<file path="config.mk">
export PLATFORM = sky130hd
export DESIGN_NAME = chip8_sprite_engine
export DESIGN_NICKNAME = d
export VERILOG_FILES = /design/src/rtl/chip8_pkg.sv /design/src/rtl/chip8_sprite_shifter.sv /design/src/rtl/chip8_sprite_engine.sv
export SDC_FILE = /design/constraint.sdc
export NUM_CORES = 1
export LEC_CHECK = 0
export ABC_AREA = 0
export CORE_UTILIZATION = 45
export CTS_CLUSTER_DIAMETER = 100
export DETAILED_ROUTE_END_ITERATION = 6
export PLACE_DENSITY = 0.8
export REMOVE_ABC_BUFFERS = 1
export SLEW_MARGIN = 20
export SYNTH_ARGS = -nofsm -noshare
export SYNTH_HDL_FRONTEND = slang
export SYNTH_SLANG_ARGS = --single-unit
export TNS_END_PERCENT = 30
</file>
<file path="constraint.sdc">
create_clock -name instruction_clk -period 3.3 [get_ports instruction_clk]
set_input_delay 0.66 -clock instruction_clk [delete_from_list [all_inputs] [get_ports instruction_clk]]
set_output_delay 0.66 -clock instruction_clk [all_outputs]
set_load 0.02 [all_outputs]
</file>
<file path="src/rtl/chip8_pkg.sv">
// Shared CHIP-8 / SUPER-CHIP definitions: display geometry constants and draw FSM states.
package chip8_pkg;

  localparam int unsigned DISP_W_LORES    = 64;
  localparam int unsigned DISP_H_LORES    = 32;
  localparam int unsigned DISP_W_HIRES    = 128;
  localparam int unsigned DISP_H_HIRES    = 64;
  localparam int unsigned SPRITE_ROWS_MAX = 16;

  typedef enum logic [2:0] {
    ST_IDLE,
    ST_FETCH0,
    ST_FETCH1,
    ST_WRITE,
    ST_DONE
  } draw_state_e;

endpackage

</file>
<file path="src/rtl/chip8_sprite_shifter.sv">
// Combinational sprite aligner: left-aligns an 8/16-pixel row and moves it to column x.
// CHIP8_DRAW_CLIP_EN selects a plain shift (pixels past the right edge dropped) over a rotate.
module chip8_sprite_shifter
  import chip8_pkg::*;
#(
  parameter int unsigned DISP_W = DISP_W_LORES
) (
  input  logic [15:0]                 spr_i,
  input  logic                        wide_i,
  input  logic [$clog2(DISP_W)-1:0]   x_i,
  output logic [DISP_W-1:0]           spr_o
);

  localparam int unsigned XW = $clog2(DISP_W);

  logic [DISP_W-1:0] left_c;

  always_comb begin
    left_c = '0;
    if (wide_i) begin
      left_c[DISP_W-1 -: 16] = spr_i;
    end else begin
      left_c[DISP_W-1 -: 8] = spr_i[7:0];
    end
  end

`ifdef CHIP8_DRAW_CLIP_EN
  assign spr_o = left_c >> x_i;
`else
  // Left shift by (DISP_W - x) mod DISP_W; at x=0 both terms equal left_c.
  logic [XW-1:0] xn_c;
  assign xn_c  = XW'(0) - x_i;
  assign spr_o = (left_c >> x_i) | (left_c << xn_c);
`endif

endmodule

</file>
<file path="src/rtl/chip8_sprite_engine.sv">
// Row-serial read-modify-write sprite draw engine for Dxyn (XOR draw with collision flag).
// Build option: CHIP8_DRAW_CLIP_EN clips at the right/bottom edges instead of wrapping.
module chip8_sprite_engine
  import chip8_pkg::*;
#(
  parameter int unsigned DISP_W = DISP_W_LORES,
  parameter int unsigned DISP_H = DISP_H_LORES,
  parameter int unsigned ADDR_W = 12
) (
  input  logic                        instruction_clk,
  input  logic                        rst,
  input  logic                        start,
  input  logic [7:0]                  x_in,
  input  logic [7:0]                  y_in,
  input  logic [3:0]                  n_in,
  input  logic                        wide_in,
  input  logic [ADDR_W-1:0]           base_addr,
  output logic                        busy,
  output logic                        done,
  output logic [7:0]                  vf,
  output logic                        mem_rd,
  output logic [ADDR_W-1:0]           mem_addr,
  input  logic [7:0]                  mem_data,
  output logic                        row_rd,
  output logic                        row_we,
  output logic [$clog2(DISP_H)-1:0]   row_addr,
  input  logic [DISP_W-1:0]           row_rdata,
  output logic [DISP_W-1:0]           row_wdata
);

  localparam int unsigned XW = $clog2(DISP_W);
  localparam int unsigned YW = $clog2(DISP_H);

  draw_state_e       state_q, state_d;
  logic [XW-1:0]     x_q, x_d;
  logic [YW-1:0]     y_q, y_d;
  logic [4:0]        rows_q, rows_d;
  logic [3:0]        r_q, r_d;
  logic              wide_q, wide_d;
  logic [ADDR_W-1:0] ptr_q, ptr_d;
  logic [7:0]        hi_q, hi_d;
  logic              hit_q, hit_d;

  logic [4:0]        rows_req_c;
  logic [4:0]        rows_fit_c;
  logic [15:0]       spr_word_c;
  logic [DISP_W-1:0] spr_c;
  logic              last_row_c;
  logic              unused_c;

  assign unused_c   = ^{x_in[7:XW], y_in[7:YW]};
  assign rows_req_c = (n_in == 4'd0) ? 5'(SPRITE_ROWS_MAX) : {1'b0, n_in};

`ifdef CHIP8_DRAW_CLIP_EN
  // Rows that fit between the start row and the bottom edge.
  logic [7:0] room_c;
  assign room_c     = 8'(DISP_H) - 8'(y_in[YW-1:0]);
  assign rows_fit_c = (room_c < 8'(rows_req_c)) ? 5'(room_c) : rows_req_c;
`else
  assign rows_fit_c = rows_req_c;
`endif

  assign spr_word_c = wide_q ? {hi_q, mem_data} : {8'h00, mem_data};
  assign last_row_c = ({1'b0, r_q} + 5'd1) == rows_q;

  chip8_sprite_shifter #(
    .DISP_W (DISP_W)
  ) u_shifter (
    .spr_i  (spr_word_c),
    .wide_i (wide_q),
    .x_i    (x_q),
    .spr_o  (spr_c)
  );

  always_ff @(posedge instruction_clk or posedge rst) begin
    if (rst) begin
      state_q <= ST_IDLE;
      x_q     <= '0;
      y_q     <= '0;
      rows_q  <= '0;
      r_q     <= '0;
      wide_q  <= 1'b0;
      ptr_q   <= '0;
      hi_q    <= '0;
      hit_q   <= 1'b0;
    end else begin
      state_q <= state_d;
      x_q     <= x_d;
      y_q     <= y_d;
      rows_q  <= rows_d;
      r_q     <= r_d;
      wide_q  <= wide_d;
      ptr_q   <= ptr_d;
      hi_q    <= hi_d;
      hit_q   <= hit_d;
    end
  end

  // Next state and state-decoded outputs; everything drops to 0 as soon as reset forces IDLE.
  always_comb begin
    state_d   = state_q;
    x_d       = x_q;
    y_d       = y_q;
    rows_d    = rows_q;
    r_d       = r_q;
    wide_d    = wide_q;
    ptr_d     = ptr_q;
    hi_d      = hi_q;
    hit_d     = hit_q;
    busy      = 1'b1;
    done      = 1'b0;
    vf        = {7'd0, hit_q};
    mem_rd    = 1'b0;
    mem_addr  = '0;
    row_rd    = 1'b0;
    row_we    = 1'b0;
    row_addr  = '0;
    row_wdata = '0;

    unique case (state_q)
      ST_IDLE: begin
        busy = 1'b0;
        if (start) begin
          x_d     = x_in[XW-1:0];
          y_d     = y_in[YW-1:0];
          rows_d  = rows_fit_c;
          wide_d  = wide_in;
          ptr_d   = base_addr;
          hit_d   = 1'b0;
          r_d     = '0;
          state_d = ST_FETCH0;
        end
      end
      ST_FETCH0: begin
        mem_rd   = 1'b1;
        mem_addr = ptr_q;
        row_rd   = 1'b1;
        row_addr = y_q + YW'(r_q);
        state_d  = wide_q ? ST_FETCH1 : ST_WRITE;
      end
      ST_FETCH1: begin
        mem_rd   = 1'b1;
        mem_addr = ptr_q + ADDR_W'(1);
        hi_d     = mem_data;
        state_d  = ST_WRITE;
      end
      ST_WRITE: begin
        row_we    = 1'b1;
        row_addr  = y_q + YW'(r_q);
        row_wdata = row_rdata ^ spr_c;
        hit_d     = hit_q | (|(row_rdata & spr_c));
        ptr_d     = ptr_q + (wide_q ? ADDR_W'(2) : ADDR_W'(1));
        r_d       = r_q + 4'd1;
        state_d   = last_row_c ? ST_DONE : ST_FETCH0;
      end
      ST_DONE: begin
        done    = 1'b1;
        state_d = ST_IDLE;
      end
      default: begin
        busy    = 1'b0;
        state_d = ST_IDLE;
      end
    endcase
  end

endmodule

</file>
==> impl_metrics.csv <==
group,metric,value,unit
status,status,"finished, violations left",
status,violations,"setup timing",
floorplanning,coreArea,15200,µm²
cts,cts_buffer_depth,2,
cts,cts-root-buf,"clkbuf_16",
synth,synthTopCellsByCount,"nand2_1, and2_1, ha_1",
grt,antenna_found_initial,0,
cts,cts_tree,"built",
synth,ys_warn_count,0,
worst_setup_path,rrSetupSlack,-0.34,ns
sta,slew_headroom,0.562,
sta,finalHoldViolCount,0,
worst_setup_path,path_class,"input pin to flip-flop",
cells_and_area,fin_util,0.724,
routing,drc,0,
hold_path,hold_path_end,"y_q[3]",
placed_design,hpwl,20.7,mm
floorplanning,ios,202,
cells_and_area,fin_nets,1397,
sta,fin_ws,-0.350,ns
worst_setup_path,end_kind,"flip-flop",
floorplanning,die_y,127,µm
power_and_ir_drop,pwr-share-comb,0.866,
cts,cts_made_buffers,5,
routing,wl,27.6,mm
power_and_ir_drop,seq_power_share,0.090,
cells_and_area,drive_gt1_frac,0.347,
synth,synth-edff-count,0,
sta,period_needed,3.65,ns
grt,grt_pass1_wl,42.3,mm
worst_setup_path,cp.arrival,3.83,ns
power_and_ir_drop,internal-power,6.51,mW
synth,synth_area,7030,µm²
sta,finalClockSkew,0.00603,ns
power_and_ir_drop,p_clk_frac,0.044,
worst_setup_path,crit_chain,"dlygate4sd2_1 -> mux4_2 -> nand2_2 -> a32oi_4 -> a222oi_1 -> buf_4 -> nor2_1 -> ha_1 -> nor4_2 -> buf_4 -> nand4_1 -> nor4_2 -> nand4_1 -> a22o_1",
routing,num_vias,8488,
synth,synthCells,900,
grt,grt_pass1_vias,8082,
sta,rsz0062_at_grt,"true",
floorplanning,rows,45,
synth,synthArstFlopShare,1.00,
routing,drt_pass1_iterations,6,
worst_setup_path,path_max_fanout,3,
synth,seq_area_frac_synth,0.160,
hold_path,whs_path_depth,2,
floorplanning,start_util,0.463,
synth,yosys.cell_count.top_type,"nand2_1",
cells_and_area,areaGrowthSynthToFinish,56.5,%
synth,synth-main-ff-cell,"dfrtp_1",
cts,h-tree-depth,2,
sta,fin_crit_sh,1.11,
power_and_ir_drop,power_leakage,4.92,nW
synth,netlist.area_leader.share,0.160,
sta,worst_pin_slew,0.652,ns
grt,grt_max_degree,67,
routing,ant_nets,0,
worst_setup_path,slowest_stage,"mux4_2",
synth,ys_ff_latch,45,
flow_run,drv_cap,0,
cts,clkLatencyLatePin,0.29,ns
power_and_ir_drop,switching_share,0.507,
worst_setup_path,r2r-end,"hit_q",
floorplanning,dieArea,16100,µm²
cells_and_area,n_antenna_cell,0,
routing,viasPerCell,6.05,
worst_setup_path,rr_worst_depth,14,
worst_setup_path,cp.required,3.48,ns
grt,globalRouteTotalUtil,0.329,
cts,cts_num_sinks,45,
power_and_ir_drop,ir_drop,0.00112,V
synth,syn_area_per_cell,7.82,µm²
sta,drv_slew,0,
power_and_ir_drop,power_density,1200,nW/µm²
hold_path,min-delay-path-class,"flip-flop to flip-flop",
sta,fmax,0.274,GHz
sta,hold_ws,0.486,ns
worst_setup_path,crit_path_max_incr_delay,0.52,ns
routing,drt_first_iter_violations,965,
synth,yosys.area.top_type,"dfrtp_1",
cts,path_clk_slew,0.06,ns
sta,setup_viol,61,
grt,grt_overflow,0,
worst_setup_path,r2r-start,"x_q[2]",
hold_path,min-delay-start,"y_q[3]",
placed_design,numPortBuffers,189,
cts,hold_buffers,0,
routing,routedWlPerCell,19.7,µm
worst_setup_path,setup.worst_path.start_class,"input pin",
power_and_ir_drop,switching_power,6.70,mW
synth,ys_types,79,
placed_design,gp_congestion,1.01,
floorplanning,die_w,127,µm
synth,synth_area_leaders,"dfrtp_1, ha_1, and2_1",
-- cell type report --
cell class,instances,area [µm²]
tap,188,235
multi-input combinational,760,6150
clock buffer,7,143
sequential,45,1130
inverter,21,78.8
fill,1140,4190
clock inverter,1,30.0
timing repair buffer,381,3240
-- metal layers --
metal	GRT usage	wire, µm
met5	0	0
met3	0.0318	2230
met2	0.571	13500
met4	0.134	950
met1	0.420	10900
-- layout by cell type, fill, tap and decap left out, drive strengths merged, types with 7 or more instances in the layout --
master / n
mux2i: 25
nand3: 21
mux4: 20
dfrtp: 45
nor4: 19
o21ai: 58
xor2: 7
clkbuf: 10
and3: 10
o22ai: 23
nor2: 68
conb: 7
mux2: 20
buf: 255
a21oi: 26
clkdlybuf4s50: 115
nor3: 15
nand4: 12
a32oi: 8
a31oi: 12
ha: 73
nand2b: 10
nor2b: 10
a22oi: 8
inv: 19
and2: 76
o221ai: 10
nand2: 125
-- power groups by stage --
stage | combinational, mW | clock [mW] | sequential (mW)
after floorplan | 5.05 | 0 | 1.39
after global placement | 9.71 | 0 | 1.15
after detailed placement | 9.82 | 0 | 1.16
after CTS | 10.7 | 0.592 | 1.17
after global routing | 12.1 | 0.617 | 1.23
final | 11.4 | 0.586 | 1.19
-- metrics by stage --
stage               total power, mW  worst slack, ns  setup TNS [ns]  cells  area [µm²]
finish                         13.2           -0.350          -10.79   1403       11000
CTS                            12.5           -0.268          -10.38   1392       10700
floorplan                      6.43            -1.45          -43.61    826        6640
global placement               10.9            -1.04          -58.80   1365       10000
global route                   14.0           -0.413          -15.52   1403       11000
detailed placement             11.0            -1.05          -60.23   1365       10000
-- cell families (layout without fill, tap and decap cells) --
family / count (synthesis) / in the layout / share of synthesized area
flops: 45 / 45 / 0.160
fa+ha+maj: 75 / 75 / 0.136
simple gates: 390 / 390 / 0.278
buf+inv: 101 / 410 / 0.0699
other cells: 1 / 7 / 0.000533
xor+xnor: 11 / 11 / 0.0148
compound gates: 212 / 212 / 0.208
mux: 65 / 65 / 0.133
-- flip-flops by register name (all words and copies together) (netlist names) --
signal,count
hi_q,8
hit_q,1
ptr_q,12
r_q,4
rows_q,5
state_q,3
wide_q,1
x_q,6
y_q,5
-- worst max path at each step --
stage / slack [ns] / cells after the start / to / start
2_1_floorplan: -1.45 / 9 / row_wdata[60] / x_q[0]
6_report: -0.35 / 14 / hit_q / mem_data[1]
3_3_place_gp: -1.04 / 10 / row_wdata[6] / mem_data[6]
5_1_grt: -0.41 / 15 / hit_q / x_q[0]
3_5_place_dp: -1.05 / 14 / hit_q / mem_data[7]
4_1_cts: -0.27 / 10 / row_wdata[57] / x_q[0]
-- worst max-delay path, delay by kind of cell --
family / cells / cell delay, ns
buffers and inverters: 3 / 0.63
and+or+nand+nor: 6 / 1.00
adders and majority gates: 1 / 0.19
muxes: 1 / 0.52
AOI/OAI and AO/OA: 3 / 0.81
-- repair_timing --
item / CTS / global route
setup endpoints to repair: 65 / 74
pin swaps: 38 / 26
setup buffers: 18 / 10
gates resized for setup: 400 / 76
gates cloned: 1 / 1
Note: power is estimated with default switching activity, not from simulation.
